File: config.mk
export PLATFORM = sky130hd
export DESIGN_NAME = memory_arbiter
export DESIGN_NICKNAME = d
export VERILOG_FILES = /design/src/rtl/memory_arbiter.sv
export SDC_FILE = /design/constraint.sdc
export NUM_CORES = 1
export LEC_CHECK = 0
export CAP_MARGIN = 20
export CORE_MARGIN = 2
export CORE_UTILIZATION = 41
export DETAILED_ROUTE_END_ITERATION = 8
export PLACE_DENSITY = 0.87
export SYNTH_ARGS = -nofsm -noshare
export SYNTH_HDL_FRONTEND = slang
export SYNTH_SLANG_ARGS = --single-unit
File: constraint.sdc
create_clock -name CLK -period 2.7 [get_ports CLK]
set_input_delay 0.54 -clock CLK [delete_from_list [all_inputs] [get_ports CLK]]
set_output_delay 0.54 -clock CLK [all_outputs]
set_load 0.03 [all_outputs]
File: src/rtl/memory_arbiter.sv
`timescale 1ns/1ps
`default_nettype none
// ============================================================================
//  Module      : memory_arbiter
//  Description : Shares a single-ported unified RAM between instruction fetch
//                and the load/store path. Data requests win arbitration unless
//                a pending fetch has been passed over STARVE_LIMIT times in a
//                row. Each access is bounded by a wait counter. If the counter
//                expires, the access is aborted and a sticky bus_err is raised,
//                so the pipeline does not deadlock.
//  Ports       : CLK, nRST           - clock, async active-low reset
//                iren/iaddr          - fetch request (held until ihit)
//                iload/ihit          - fetch data / completion strobe
//                dren/dwen/daddr/
//                dstore              - data request (held until dhit)
//                dload/dhit          - load data / completion strobe
//                ram_ren/ram_wen/
//                ram_addr/ram_store  - RAM command (combinational from state)
//                ram_load/ram_ready  - RAM response
//                bus_err             - sticky access-timeout flag
//  Revision    : 1.0 - initial release
// ============================================================================
module memory_arbiter #(
    parameter int ADDR_W       = 32,
    parameter int DATA_W       = 32,
    parameter int STARVE_LIMIT = 4,
    parameter int TIMEOUT      = 255
) (
    input  logic              CLK,
    input  logic              nRST,
    input  logic              iren,
    input  logic [ADDR_W-1:0] iaddr,
    output logic [DATA_W-1:0] iload,
    output logic              ihit,
    input  logic              dren,
    input  logic              dwen,
    input  logic [ADDR_W-1:0] daddr,
    input  logic [DATA_W-1:0] dstore,
    output logic [DATA_W-1:0] dload,
    output logic              dhit,
    output logic              ram_ren,
    output logic              ram_wen,
    output logic [ADDR_W-1:0] ram_addr,
    output logic [DATA_W-1:0] ram_store,
    input  logic [DATA_W-1:0] ram_load,
    input  logic              ram_ready,
    output logic              bus_err
);

    localparam int c_starve_w = $clog2(STARVE_LIMIT + 1);
    // The counter only ever holds 0..TIMEOUT-1; abort fires as it would reach TIMEOUT.
    localparam int c_wait_w   = (TIMEOUT > 1) ? $clog2(TIMEOUT) : 1;
    localparam logic [c_starve_w-1:0] c_starve_max = c_starve_w'(STARVE_LIMIT);
    localparam logic [c_wait_w-1:0]   c_wait_last  = c_wait_w'(TIMEOUT - 1);

    typedef enum logic [1:0] {
        S_IDLE = 2'd0,
        S_IACC = 2'd1,
        S_DACC = 2'd2
    } state_t;

    state_t              r_state;
    logic [c_starve_w-1:0] r_starve;
    logic [c_wait_w-1:0]   r_wait;
    logic [ADDR_W-1:0]   r_addr;
    logic [DATA_W-1:0]   r_store;
    logic                r_write;
    logic                r_bus_err;

    logic w_dreq;
    logic w_force_fetch;

    assign w_dreq        = dren | dwen;
    assign w_force_fetch = iren && (r_starve == c_starve_max);
    assign bus_err       = r_bus_err;

    always_ff @(posedge CLK or negedge nRST) begin
        if (!nRST) begin
            r_state   <= S_IDLE;
            r_starve  <= '0;
            r_wait    <= '0;
            r_addr    <= '0;
            r_store   <= '0;
            r_write   <= 1'b0;
            r_bus_err <= 1'b0;
        end else begin
            case (r_state)
                S_IDLE: begin
                    r_wait <= '0;
                    if (w_dreq && !w_force_fetch) begin
                        r_state <= S_DACC;
                        r_addr  <= daddr;
                        r_store <= dstore;
                        // dren and dwen together resolve to a write.
                        r_write <= dwen;
                        if (iren) begin
                            if (r_starve != c_starve_max) begin
                                r_starve <= r_starve + 1'b1;
                            end
                        end else begin
                            r_starve <= '0;
                        end
                    end else if (iren) begin
                        r_state  <= S_IACC;
                        r_addr   <= iaddr;
                        r_starve <= '0;
                    end else begin
                        r_starve <= '0;
                    end
                end
                S_IACC, S_DACC: begin
                    if (ram_ready) begin
                        r_state <= S_IDLE;
                    end else if (r_wait == c_wait_last) begin
                        r_state   <= S_IDLE;
                        r_bus_err <= 1'b1;
                    end else begin
                        r_wait <= r_wait + 1'b1;
                    end
                end
                default: begin
                    r_state <= S_IDLE;
                end
            endcase
        end
    end

    // RAM command and completion strobes follow the state directly so that
    // an asynchronous reset drops the enables immediately and a hit lands in
    // the same cycle as ram_ready. Hits are gated by the live request so a
    // requester that let go mid-access sees nothing.
    always_comb begin
        ram_ren   = 1'b0;
        ram_wen   = 1'b0;
        ram_addr  = '0;
        ram_store = '0;
        ihit      = 1'b0;
        dhit      = 1'b0;
        iload     = '0;
        dload     = '0;
        case (r_state)
            S_IACC: begin
                ram_ren  = 1'b1;
                ram_addr = r_addr;
                if (ram_ready) begin
                    ihit  = iren;
                    iload = ram_load;
                end
            end
            S_DACC: begin
                ram_ren   = !r_write;
                ram_wen   = r_write;
                ram_addr  = r_addr;
                ram_store = r_store;
                if (ram_ready) begin
                    dhit  = w_dreq;
                    dload = r_write ? '0 : ram_load;
                end
            end
            default: begin
            end
        endcase
    end

endmodule
`default_nettype wire

==> flow_summary.ini <==
[outcome]
status = completed

[finish]
fin_area_um2 = 7251
layout_common_cells = 133 x clkdlybuf4s50_1, 102 x buf_4, 98 x and2_1
area_growth_pct = 60.93
final_cells = 858
final_nets = 853
drive_gt1_share_pct = 22.91
n_fill_cell = 869
area.sequential_um2 = 1977
multi_input_area_um2 = 2310
final_common_cell = clkdlybuf4s50_1

[die]
fp.dieW_um = 108.8
io_pins = 267
die_height_um = 108.8
rows = 38
start_util_pct = 41.75
coreArea_um2 = 10790
die_area_um2 = 11840

[detailed_routing]
wl_met3_um = 876
wl_per_cell_um = 15.47
met2WireLength_mm = 7.132
drt-initial-drc-count = 239
dr.pass1.iters = 4
drt-total-wl_mm = 13.27
drt-met1-wl_mm = 4.856
vias = 4268
drc = 0
vias_per_cell = 4.974
ant_nets = 0
top_layer_used = met4

[power]
ir_drop_mv = 0.5896
power_density_nw_per_um2 = 980.4
cellLeakagePower_nw = 3.609
p_total_mw = 7.109

[grt]
grt_max_degree = 80
antenna_found_initial = 2
track_usage_pct = 21.92
grt_overflow = 0
grt_pass1_vias = 4096
grt_pass1_wl_mm = 20.10

[synth]
ys.flop_type = dfrtp_1
ys_seq_area_share_pct = 43.88
ys_ff_latch = 79
synth_edf_count = 0
syn_area_um2 = 4506
synth_cells = 459
synth_area_leaders = dfrtp_1 44%, and2_1 14%, mux2_2 8.2%
synth.avg_cell_area_um2 = 9.816
post_synth_num_cell_types = 43
ys_async_sr_fraction_pct = 100.0
syn_nets = 601
synth_top_area_cell = dfrtp_1
synth_top_area_share_pct = 43.88
yosysWarnings = 0

[worst_setup_path]
cp-end-kind = output port
r2r_end = r_state[0]
path_max_fanout = 32
crit_slowest_cell = dfrtp_1
path_class = flip-flop to output port
crit_start = r_state[0]
startpoint_type = flip-flop
worstPathBufferInverterCount = 3
cp.arrival_ns = 1.93
path_depth = 7
r2r_setup_slack_ns = 0.94
worstRegToRegCells = 6
crit_required_ns = 2.16
cp_top_family = buffers and inverters
r2r-start = r_state[1]
path_cells = inv_1 -> ha_1 -> nand2_1 -> nor2_1 -> buf_4 -> and2_1 -> buf_4
critPathMaxStageDelay_ns = 0.42
crit_top_cell = buf_4
cp-endpoint = dload[27]

[clock_network]
cts_tree = yes
clock_latency_ns = 0.34
cts-root-buf = clkbuf_8
cts_max_path_buffers = 2
clkTransAtPathRegs_ns = 0.09
htreeDepth = 3
cts.sinks = 79
cts-buffers-inserted = 9
cts-hold-fix-buffers = 0
cts_setup_buffers = 0

[placed_design]
place_area_um2 = 7047
hpwl_mm = 10.43
dp_cells = 839
portBuffers = 266
gp_congestion = 0.7786

[sta]
setup_viol = 0
slew_headroom_pct = 67.53
timing.fmax_ghz = 0.4056
worst_pin_slew_ns = 0.4870
hold_violations = 0
min_period_over_period_pct = 91.32
finalCriticalPeriod_ns = 2.466
grt_setup_unrepaired = false
drv_slew = 0
skew_ns = 0.006250
fin_setup_tns_ns = 0

[run]
maxCapViolCount = 0

[hold_path]
worstHoldPathType = input pin to asynchronous set/reset pin
## state kept, by name, indices dropped and copies added, names as in the netlist
signal,count
r_write,1
bus_err,1
r_addr,32
r_starve,3
r_store,32
r_state,2
r_wait,8
## worst min path at each step
stage,start,depth (start not counted),end,slack (ns)
after floorplan,nRST,0,bus_err,0.24
after global placement,bus_err,1,bus_err,0.45
after detailed placement,bus_err,1,bus_err,0.45
after CTS,nRST,1,r_store[25],0.38
after global routing,nRST,1,r_store[22],0.002
final,nRST,1,r_store[19],0.02
## synthesized netlist by cell type (2+ instances only)
master and instances:
o22ai_1 2, o211ai_1 2, inv_1 10, dfrtp_1 79, nand3_1 11, mux2i_1 32, clkbuf_1 18, o21ai_1 6
nand2_1 39, nor2_1 10, and3_1 33, o21ai_0 30, buf_4 4, mux2_2 33, a31oi_1 3, buf_2 7
o22a_1 3, nor2b_1 2, buf_6 5, ha_1 8, or2_1 2, and2_1 98, a21oi_1 2
## power breakdown
group	total [mW]	internal [mW]	switching, mW
combinational	4.32	1.79	2.52
clock	0.800	0.362	0.438
sequential	1.99	1.72	0.275
total	7.11	3.87	3.24
## metal layers
metal	track usage, %	vias to the layer above
li1	-	2066
met1	23.50	2003
met2	41.52	175
met3	3.706	24
met4	10.35	0
met5	0	-
## cell type report
| type | instances | share of cell area (%) |
|---|---|---|
| Inverter | 10 | 0.5177 |
| Sequential cell | 79 | 27.26 |
| Timing Repair Buffer | 275 | 35.36 |
| Tap cell | 140 | 2.416 |
| Clock inverter | 6 | 0.6212 |
| Clock buffer | 10 | 1.898 |
| Multi-Input combinational cell | 336 | 31.86 |
| Antenna cell | 2 | 0.06903 |
## stage by stage
step | utilization (%) | hold slack [ns] | setup slack (ns)
final | 67.18 | 0.02074 | 0.2343
after global routing | 67.18 | 0.001722 | 0.06536
after CTS | 66.69 | 0.3794 | 0.001153
after detailed placement | 65.29 | 0.4516 | 0.3272
after global placement | 65.29 | 0.4470 | 0.2864
after floorplan | - | 0.2444 | 0.6628
## timing repair
item                                    4_1_cts  5_1_grt
gates cloned                                  0        0
endpoints found under the setup margin       25        8
resized for setup                            25        8
## cell families (layout without fill, tap and decap cells)
family	after synthesis	after routing	synth area share [%]
multiplexers	65	65	15.36
AND/OR/NAND/NOR	204	204	25.66
AO/OA/AOI/OAI	59	59	7.859
flip-flops	79	79	43.88
buffers and inverters	44	301	5.026
other	0	2	0
adder cells (fa/ha/maj)	8	8	2.222
Power figures use the tool's default switching activity.
